[config.mk]
export PLATFORM = sky130hd
export DESIGN_NAME = booth_mac_accumulator
export DESIGN_NICKNAME = d
export VERILOG_FILES = /design/src/rtl/booth_mac_accumulator.sv
export SDC_FILE = /design/constraint.sdc
export NUM_CORES = 1
export LEC_CHECK = 0
export ABC_CLOCK_PERIOD_IN_PS = 6800
export CORE_ASPECT_RATIO = 0.75
export CORE_MARGIN = 1
export CORE_UTILIZATION = 38
export DETAILED_ROUTE_END_ITERATION = 6
export PLACE_DENSITY = 0.6
export SYNTH_ARGS = -nofsm -noshare
export SYNTH_HDL_FRONTEND = slang
export SYNTH_SLANG_ARGS = --single-unit
[constraint.sdc]
create_clock -name clk -period 6.8 [get_ports clk]
set_input_delay 1.02 -clock clk [delete_from_list [all_inputs] [get_ports clk]]
set_output_delay 1.02 -clock clk [all_outputs]
set_load 0.05 [all_outputs]
[src/rtl/booth_mac_accumulator.sv]
`default_nettype none
// ============================================================================
//  Module   : booth_mac_accumulator
//  Purpose  : Waits a fixed latency after an upstream Booth multiplier
//             restart, then adds the signed product into a saturating
//             accumulator and holds the result behind a valid/ready handshake.
//  Revision : 1.0  initial release
// ============================================================================
module booth_mac_accumulator #(
    parameter int N       = 32,
    parameter int LATENCY = 34,
    parameter int ACC_W   = 72
) (
    input  logic             clk,
    input  logic             rst,
    input  logic             start,
    input  logic             clr_acc,
    input  logic [2*N-1:0]   prod,
    input  logic             out_ready,
    output logic             busy,
    output logic             out_valid,
    output logic [ACC_W-1:0] acc,
    output logic             ovf,
    output logic [15:0]      count
);

    localparam int                 C_CNT_W    = (LATENCY > 1) ? $clog2(LATENCY) : 1;
    localparam logic [C_CNT_W-1:0] C_CNT_LOAD = C_CNT_W'(LATENCY - 1);
    localparam logic [ACC_W-1:0]   C_ACC_MAX  = {1'b0, {(ACC_W-1){1'b1}}};
    localparam logic [ACC_W-1:0]   C_ACC_MIN  = {1'b1, {(ACC_W-1){1'b0}}};
    localparam logic [15:0]        C_CNT_SAT  = 16'hFFFF;

    typedef enum logic [1:0] {
        S_IDLE  = 2'd0,
        S_WAIT  = 2'd1,
        S_ACCUM = 2'd2,
        S_HOLD  = 2'd3
    } state_t;

    state_t             r_state;
    logic [C_CNT_W-1:0] r_cnt;
    logic [ACC_W-1:0]   r_acc;
    logic               r_ovf;
    logic [15:0]        r_count;
    logic               r_busy;
    logic               r_valid;

    logic [ACC_W-1:0]   w_prod_ext;
    logic [ACC_W-1:0]   w_acc_base;
    logic [ACC_W:0]     w_sum;
    logic               w_pos_ovf;
    logic               w_neg_ovf;
    logic [ACC_W-1:0]   w_acc_sat;
    logic [15:0]        w_count_base;
    logic [15:0]        w_count_inc;
    logic               w_ovf_nxt;

    // A clear coinciding with ACCUM zeroes the old total before the add.
    assign w_prod_ext   = {{(ACC_W-2*N){prod[2*N-1]}}, prod};
    assign w_acc_base   = clr_acc ? '0 : r_acc;
    assign w_sum        = {w_acc_base[ACC_W-1], w_acc_base} + {w_prod_ext[ACC_W-1], w_prod_ext};
    assign w_pos_ovf    = ~w_sum[ACC_W] &  w_sum[ACC_W-1];
    assign w_neg_ovf    =  w_sum[ACC_W] & ~w_sum[ACC_W-1];
    assign w_acc_sat    = w_pos_ovf ? C_ACC_MAX :
                          w_neg_ovf ? C_ACC_MIN : w_sum[ACC_W-1:0];
    assign w_count_base = clr_acc ? 16'd0 : r_count;
    assign w_count_inc  = (w_count_base == C_CNT_SAT) ? w_count_base : w_count_base + 16'd1;
    assign w_ovf_nxt    = (clr_acc ? 1'b0 : r_ovf) | w_pos_ovf | w_neg_ovf;

    always_ff @(posedge clk) begin
        if (rst) begin
            r_state <= S_IDLE;
            r_cnt   <= '0;
            r_acc   <= '0;
            r_ovf   <= 1'b0;
            r_count <= 16'd0;
            r_busy  <= 1'b0;
            r_valid <= 1'b0;
        end else begin
            case (r_state)
                S_IDLE: begin
                    if (start) begin
                        r_state <= S_WAIT;
                        r_cnt   <= C_CNT_LOAD;
                        r_busy  <= 1'b1;
                    end
                end
                S_WAIT: begin
                    if (r_cnt == '0) begin
                        r_state <= S_ACCUM;
                    end else begin
                        r_cnt <= r_cnt - 1'b1;
                    end
                end
                S_ACCUM: begin
                    r_state <= S_HOLD;
                    r_busy  <= 1'b0;
                    r_valid <= 1'b1;
                    r_acc   <= w_acc_sat;
                    r_ovf   <= w_ovf_nxt;
                    r_count <= w_count_inc;
                end
                S_HOLD: begin
                    if (out_ready) begin
                        r_valid <= 1'b0;
                        if (start) begin
                            r_state <= S_WAIT;
                            r_cnt   <= C_CNT_LOAD;
                            r_busy  <= 1'b1;
                        end else begin
                            r_state <= S_IDLE;
                        end
                    end
                end
                default: begin
                    r_state <= S_IDLE;
                    r_busy  <= 1'b0;
                    r_valid <= 1'b0;
                end
            endcase

            if (clr_acc && (r_state != S_ACCUM)) begin
                r_acc   <= '0;
                r_ovf   <= 1'b0;
                r_count <= 16'd0;
            end
        end
    end

    assign busy      = r_busy;
    assign out_valid = r_valid;
    assign acc       = r_acc;
    assign ovf       = r_ovf;
    assign count     = r_count;

endmodule
`default_nettype wire

Word-level counts from Yosys, hierarchy flattened
Index checks and enable logic that the tools add are counted.
Operators by class
  $mul: 0
  order comparisons: 0
  add/subtract/negate cells: 3
  shift operators: 0
  eq/ne operators: 9
  divide/modulo/power cells: 0
  multiplexer cells: 20
  bitwise operators: 6
  reduce and logical (&&, ||, !) cells: 11
Operators by type and width (count)
  72-bit two-way mux: 3
  72-bit by 64-bit adder with 73-bit output: 1
  16-bit two-way mux: 2
  6-bit two-way mux: 3
  6-bit case mux with 3 select lines: 1
  16-bit by 1-bit adder with 16-bit output, second input constant: 1
  16-bit == test, second input constant: 1
  2-bit inequality test, second input constant: 5
  2-bit case mux with 4 select lines: 1
  6-bit zero test: 1
  2-bit two-way mux: 3
  3-bit AND reduction: 2
  3-bit nonzero test: 2
  6-bit by 1-bit subtractor with 6-bit output, second input constant: 1
  1-bit two-way mux: 5
  2-bit == test, second input constant: 2
  2-bit AND reduction: 2
  1-bit case mux with 3 select lines: 1
  1-bit AND: 2
  2-bit by 1-bit == test with 1-bit output, second input constant: 1
  2-bit zero test: 1
  1-bit NOT: 2
  1-bit bitwise OR: 2
  1-bit case mux with 2 select lines: 1
  3 further kinds: 3
Storage, ports and cells
  memories: 0
  word-level logic and storage cells: 56
  bits of input ports: 69
  RAM bits: 0
  memory bits (read-only): 0
  register bits: 99
  latch bits: 0
  output and inout port bits: 91

Depth between registers and ports, before layout
Gate-level depths: netlist of run 1.
  depth in word-level cells: 6
  gate-level depth with buffers: 20
  depth with buffers taken out: 16

Worst setup path after synthesis of run 1
No wires, ideal clock.
  kind: input-to-reg
  from: input port clr_acc
  to: register r_acc[59] (netlist: acc[59])
  path buffers: 6
  cell stages on the path: 19
  setup time: 0.074 ns
  data arrival time: 4.633 ns
  data required time: 6.726 ns
  slack: 2.093 ns
  cell sequence: clkbuf_1 buf_1 clkbuf_1 nor2b_1 ha_1 buf_2 a21oi_1 a21boi_1 o221ai_1 a31o_2 a211oi_2 o21ai_2 a41o_1 or3b_4 o211ai_4 buf_12 buf_12 a21oi_2 nor3_2
Between the ends
  word-level cells in the longest chain between the ends: 6
  elaborated cells between the ends (all ways): 10
  those cells by class: add/sub (1); mux (3); bitwise (4); reduce/logical (2)
Ends and longest elaborated chain
  from (decl): RTL line 17  | input logic clr_acc,
  72-bit two-way mux: RTL line 60  | assign w_acc_base = clr_acc ? '0 : r_acc;
  72-bit by 64-bit adder with 73-bit output: RTL line 61  | assign w_sum = {w_acc_base[ACC_W-1], w_acc_base} + {w_prod_ext[ACC_W-1], w_prod_ext};
  1-bit NOT: RTL line 63  | assign w_neg_ovf = w_sum[ACC_W] & ~w_sum[ACC_W-1];
  1-bit AND: RTL line 63
  72-bit two-way mux: RTL line 65  | w_neg_ovf ? C_ACC_MIN : w_sum[ACC_W-1:0];
  72-bit two-way mux: RTL line 64  | assign w_acc_sat = w_pos_ovf ? C_ACC_MAX :
  to (signal assigned): RTL line 99  | r_acc <= w_acc_sat;
  to (decl): RTL line 42  | logic [ACC_W-1:0] r_acc;
Parallel ways exist; a longest one is shown, timed or not.
A chain may end at the register's enable or synchronous reset.

Worst setup path after layout of run 1
  from: input port clr_acc
  to: register r_acc[44] (netlist: acc[44])
Same word-level chain as after synthesis.

==> reports/qor.yml, run 1 <==
clock_tree:
  cts_num_sinks: 99
  cts_max_level: 3
  cts_setup_buffers: 0
  cts_made_buffers: 9
  postCtsResizedCells: 0
  cts_tree: "done"
  clock_latency_ns: 0.37
  cts_buffer_depth: 2
  ctsHoldBuffers: 0
  clk_pin_slew_ns: 0.07
  clockRootBuffer: "clkbuf_16"
worst_hold_path:
  worstHoldPathCells: 2
  hold_start: "acc[32]"
  hp-class: "flip-flop to flip-flop"
  min_to: "acc[32]"
sta:
  whs_ns: 0.4903
  finClkSkew_ns: 0.01185
  min_period_ns: 5.435
  hold_viol: 0
  relSlewSlack_pct: 50.35
  rsz0062_at_grt: "false"
  tightest_slew_ns: 0.7448
  max_freq_mhz: 184.0
  min_period_over_period_pct: 79.93
  setup_viol: 0
  tns_ns: 0
  slew_viol_final: 0
detailed_routing:
  drt-total-wl_um: 27820
  route.detailed.wl_per_inst_um: 17.22
  ant_nets: 0
  dr.pass1.iters: 5
  via_per_inst: 5.507
  route.detailed.drc: 0
  drt_iter0_drc: 527
  vias: 8900
global_route:
  grt_busiest_layer: "met1"
  grt_pass1_wl_um: 44950
  antenna_found_initial: 0
  grt_pass1_vias: 8383
  use_met3_pct: 5.045
  grt_use_total_pct: 23.49
  gr-total-overflow: 0
  met1_usage_pct: 36.33
  use_met2_pct: 32.90
  grt_start_max_net_pins: 58
placed_design:
  dp_cells: 1600
  place_congestion: 0.9456
  place.port_buffers: 159
  post-dp-hpwl_um: 21210
power:
  internal-power_uw: 1625
  power_frac_comb_pct: 58.9
  power_uw: 3169
  switching_share_pct: 48.72
  p_leak_uw: 0.004436
  clkPwrFrac_pct: 15.8
  power-per-cell-area_nw_per_um2: 292.2
  p_switching_uw: 1544
  ir_worst_vdd_mv: 0.1429
  seq_power_share_pct: 25.3
logic_synthesis:
  ys_types: 73
  syn_area_per_cell_um2: 7.386
  synth_area_leaders: "dfxtp_1, ha_1, a21oi_1"
  yosysWarnings: 0
  yosys.area_share.simple_pct: 27.98
  synth_nets: 1351
  ys_ff_latch: 99
  synth_edf_count: 0
  synth_flop_cell: "dfxtp_1"
  synth_area_um2: 8864
  synth_mux_area_share_pct: 0.5788
  synth_compound_area_share_pct: 24.21
  synthArstFlopShare_pct: 0
  syn-instance-count: 1200
  synth_largest_area_cell: "dfxtp_1"
  synthAdderAreaFrac_pct: 11.66
  synth_common_cells: "a21oi_1, nor2_1, dfxtp_1, nand2_1"
  ys_seq_area_share_pct: 22.36
  synth.most_common_cell: "a21oi_1"
  synth_top_family_by_area: "simple AND/OR/NAND/NOR gates"
  synthXorXnorAreaFrac_pct: 8.300
  yosysTopAreaCellShare_pct: 22.36
status:
  status: "finished, final reports clean"
final_layout:
  final_core_util_pct: 48.28
  finish.net_count: 1468
  final_cells: 1616
  area_delta_synth_final_pct: 22.37
  diodes: 0
  drive_gt1_share_pct: 5.295
floorplan:
  start_util_pct: 39.46
  core-area_um2: 22460
  fp-row-count: 47
  die-width_um: 178.4
  io_pins: 160
  die_area_um2: 23950
  die_y_um: 134.3
worst_setup_path:
  start_kind: "input port"
  cp.arrival_ns: 5.71
  crit_fanout: 42
  reg2reg_from: "acc[0]"
  critPathCaptureType: "flip-flop"
  crit_required_ns: 7.08
  timing.rr.end: "acc[39]"
  rrSetupSlack_ns: 2.58
  crit_type: "input port to flip-flop"
  r2r_cells: 17
run:
  drv_cap: 0
[worst max-delay path by stage]
stage               slack [ns]      end  cells past startpoint    start
global placement          1.16  acc[32]                     15  clr_acc
finish                    1.36  acc[44]                     16  clr_acc
global route              1.08  acc[44]                     16  clr_acc
CTS                       1.43  acc[56]                     16  clr_acc
detailed placement        1.06  acc[56]                     15  clr_acc
floorplan                 2.09  acc[59]                     19  clr_acc
[layout by cell type, fill, tap and decap left out, types with 45 or more instances in the layout]
cell type and n:
nor3_1 72, o21ai_0 45, xnor2_1 52, clkdlybuf4s50_1 157, nand2_1 99, a21oi_1 147, nor2b_1 81, nor2_1 144
dfxtp_1 99, ha_1 80
[per-layer routing]
metal	part of all wire, %	wire, um	up-vias
li1	-	-	4509
met1	53	14800	4115
met2	40	11010	265
met3	6.5	1819	11
met4	0.67	187	0
met5	0	0	-
[sequential cells by signal (all words and copies together), names as in the netlist]
register	flops
count	16
r_cnt	6
acc	72
ovf	1
r_state	2
busy	1
out_valid	1
[area by class of cell]
cell class	instances	area, um^2
fill	2249	11620
tap	294	367.9
sequential	99	1982
multi-input combinational	1010	6449
timing repair buffer	170	1677
inverter	27	101.3
clock buffer	10	229.0
clock inverter	6	41.29
[power groups by stage]
stage                     registers [uW]  clock network [uW]  logic, uW
after global routing                 819                 538       2030
after global placement               815                   0       1850
after CTS                            803                 517       1860
after detailed placement             813                   0       1850
final                                802                 502       1870
after floorplan                     1160                   0       1020
[worst max-delay path, cell delays in order]
cell and delay [ns]:
buf_2 0.57, buf_4 0.42, nor2b_1 0.10, ha_1 0.35, a21o_1 0.20, a31oi_1 0.29
o21ai_0 0.20, a41oi_2 0.38, o21bai_1 0.15, o2111a_1 0.27, a211oi_2 0.31, or2_2 0.19
mux2_2 0.56, buf_12 0.30, a21oi_1 0.11, nor3_1 0.21
[through the flow]
| step | instance area (um^2) | setup WS [ns] |
|---|---|---|
| floorplan | 8864 | 2.093 |
| global placement | 10580 | 1.163 |
| detailed placement | 10580 | 1.060 |
| CTS | 10850 | 1.431 |
| global route | 10850 | 1.082 |
| finish | 10850 | 1.365 |
[kinds of logic (layout without fill, tap and decap cells)]
group,Yosys count,after routing
muxes,5,5
AOI/OAI and AO/OA,337,337
xor gates and xnor gates,84,84
adders and majority gates,82,82
buffers and inverters,91,213
DFF,99,99
and+or+nand+nor,502,502
No activity file was read; power rests on OpenSTA's default activity.
==> inputs of run 2 (changes only) <==
Settings changed: ABC_CLOCK_PERIOD_IN_PS 6800 to 5300.
Clock period 6.8 ns to 5.3 ns, I/O delays scaled along.
==> run 2 against run 1 <==
  * Routed wire length up 0.36%
  * Utilization up 0.36 points
  * Clock power up 26%
  * Die area unchanged
  * Setup slack worse by 0.67 ns
  * Global-route usage down 0.057 points
  * Non-clock buffer count up 7
  * Critical path depth unchanged
==> reports/qor.yml, run 2 (synthesized netlist as in run 1, its figures left out) <==
status:
  status: "finished, final reports clean"
global_route:
  grt_start_max_net_pins: 57
  grt_use_total_pct: 23.43
  grt_pass1_vias: 8365
  antenna_found_initial: 0
  gr-total-overflow: 0
  grt_pass1_wl_um: 44540
worst_setup_path:
  start_kind: "input port"
  crit_type: "input port to flip-flop"
  cp.arrival_ns: 4.80
  crit_required_ns: 5.50
  critPathCaptureType: "flip-flop"
  r2r_cells: 17
  crit_fanout: 43
detailed_routing:
  route.detailed.wl_per_inst_um: 17.22
  drt-total-wl_um: 27920
  dr.pass1.iters: 7
  route.detailed.drc: 0
  vias: 8837
  ant_nets: 0
  drt_iter0_drc: 581
  via_per_inst: 5.448
clock_tree:
  clock_latency_ns: 0.37
  cts_tree: "done"
  cts_buffer_depth: 2
  postCtsResizedCells: 0
  cts_max_level: 3
  clockRootBuffer: "clkbuf_16"
  ctsHoldBuffers: 0
  clk_pin_slew_ns: 0.07
  cts_setup_buffers: 0
  cts_made_buffers: 9
  cts_num_sinks: 99
final_layout:
  finish.net_count: 1475
  diodes: 0
  seq_area_um2: 1982
  final_cell_area_um2: 10930
  drive_gt1_share_pct: 5.723
  multiInputGateArea_um2: 6449
  layout.cells.most_common: "clkdlybuf4s50_1"
  area_delta_synth_final_pct: 23.28
  fillCellCount: 2251
  largest_register_ffs: 72
  final_cell_mix: "clkdlybuf4s50_1, a21oi_1, nor2_1"
floorplan:
  start_util_pct: 39.46
  die-width_um: 178.4
  core-area_um2: 22460
  die_area_um2: 23950
  io_pins: 160
  die_y_um: 134.3
  fp-row-count: 47
sta:
  tightest_slew_ns: 1.210
  min_period_over_period_pct: 86.94
  tns_ns: 0
  hold_viol: 0
  setup_viol: 0
  max_freq_mhz: 217.0
  relSlewSlack_pct: 19.36
  min_period_ns: 4.608
  finClkSkew_ns: 0.009918
  rsz0062_at_grt: "false"
  slew_viol_final: 0
power:
  switching_share_pct: 48.46
  internal-power_uw: 2107
  p_leak_uw: 0.004490
  power_uw: 4088
  seq_power_share_pct: 25.2
  p_switching_uw: 1981
  clkPwrFrac_pct: 15.5
  power_frac_comb_pct: 59.3
  power-per-cell-area_nw_per_um2: 374.1
  ir_worst_vdd_mv: 0.2157
worst_hold_path:
  worstHoldPathCells: 2
  hp-class: "flip-flop to flip-flop"
placed_design:
  place_area_um2: 10670
  place_congestion: 0.9274
  place.port_buffers: 159
  post-dp-hpwl_um: 21490
run:
  drv_cap: 0
run 2: changes by cell type in the layout (fill, tap and decap cells not counted):
cell,change
buf_12,+3
buf_4,+4
clkinv_2,+1
clkinv_4,+1
clkinvlp_4,-2
inv_6,-1
run 2: per-layer routing:
| metal | track usage, % | routed length, um | part of all wire, % | vias to the layer above |
|---|---|---|---|---|
| met1 | 35.62 | 14700 | 53 | 4034 |
| met3 | 5.074 | 1876 | 6.7 | 14 |
| li1 | - | - | - | 4525 |
| met5 | 0 | 0 | 0 | - |
| met4 | 3.672 | 188 | 0.67 | 0 |
| met2 | 33.66 | 11160 | 40 | 264 |
run 2: worst paths after layout:
path / startpoint / endpoint / slack, ns
hold / removal: acc[11] / acc[11] / 0.49
setup reg to reg: acc[0] / acc[17] / 1.12
setup / recovery: prod[0] / acc[17] / 0.69
hold reg to reg: acc[11] / acc[11] / 0.49
run 2: power by group through the flow:
stage / Combinational [uW] / Sequential, uW / Clock [uW]
detailed placement: 2400 / 1050 / 0
global placement: 2390 / 1050 / 0
finish: 2420 / 1030 / 634
CTS: 2420 / 1030 / 657
global route: 2640 / 1050 / 681
floorplan: 1310 / 1490 / 0
run 2: worst max-delay path, cell delays in order:
cell and delay, ns:
clkdlybuf4s50_1 0.48, ha_1 0.22, inv_1 0.07, fa_1 0.37, nand2b_1 0.20, a21oi_1 0.26, o21ai_1 0.21, a211oi_2 0.42
o21a_1 0.21, o2111a_1 0.19, a211oi_2 0.06, or2_2 0.32, mux2_2 0.44, buf_12 0.26, a21oi_1 0.18, nor3_1 0.07
run 2: cell type report:
class | count | share of cell area, %
clock buffer | 10 | 2.096
clock inverter | 5 | 0.2863
inverter | 27 | 0.9275
multi-input combinational | 1010 | 59.02
sequential | 99 | 18.14
tap | 294 | 3.367
timing repair buffer | 177 | 16.17
run 2: metrics by stage:
| step | hold WS (ns) | util [%] | instances | setup slack, ns |
|---|---|---|---|---|
| after floorplan | 0.4719 | - | 1200 | 0.8179 |
| after global placement | 0.4717 | 47.48 | 1607 | 0.4304 |
| after detailed placement | 0.4776 | 47.48 | 1607 | 0.3482 |
| after CTS | 0.4907 | 48.64 | 1622 | 0.7271 |
| after global routing | 0.5084 | 48.64 | 1622 | 0.3318 |
| final | 0.4898 | 48.64 | 1622 | 0.6924 |
==> inputs of run 3 (changes only) <==
Settings changed: CTS_CLUSTER_DIAMETER set to 150.
==> results of run 3 <==
The final DEF is identical to that of run 2; final timing and power are the same.
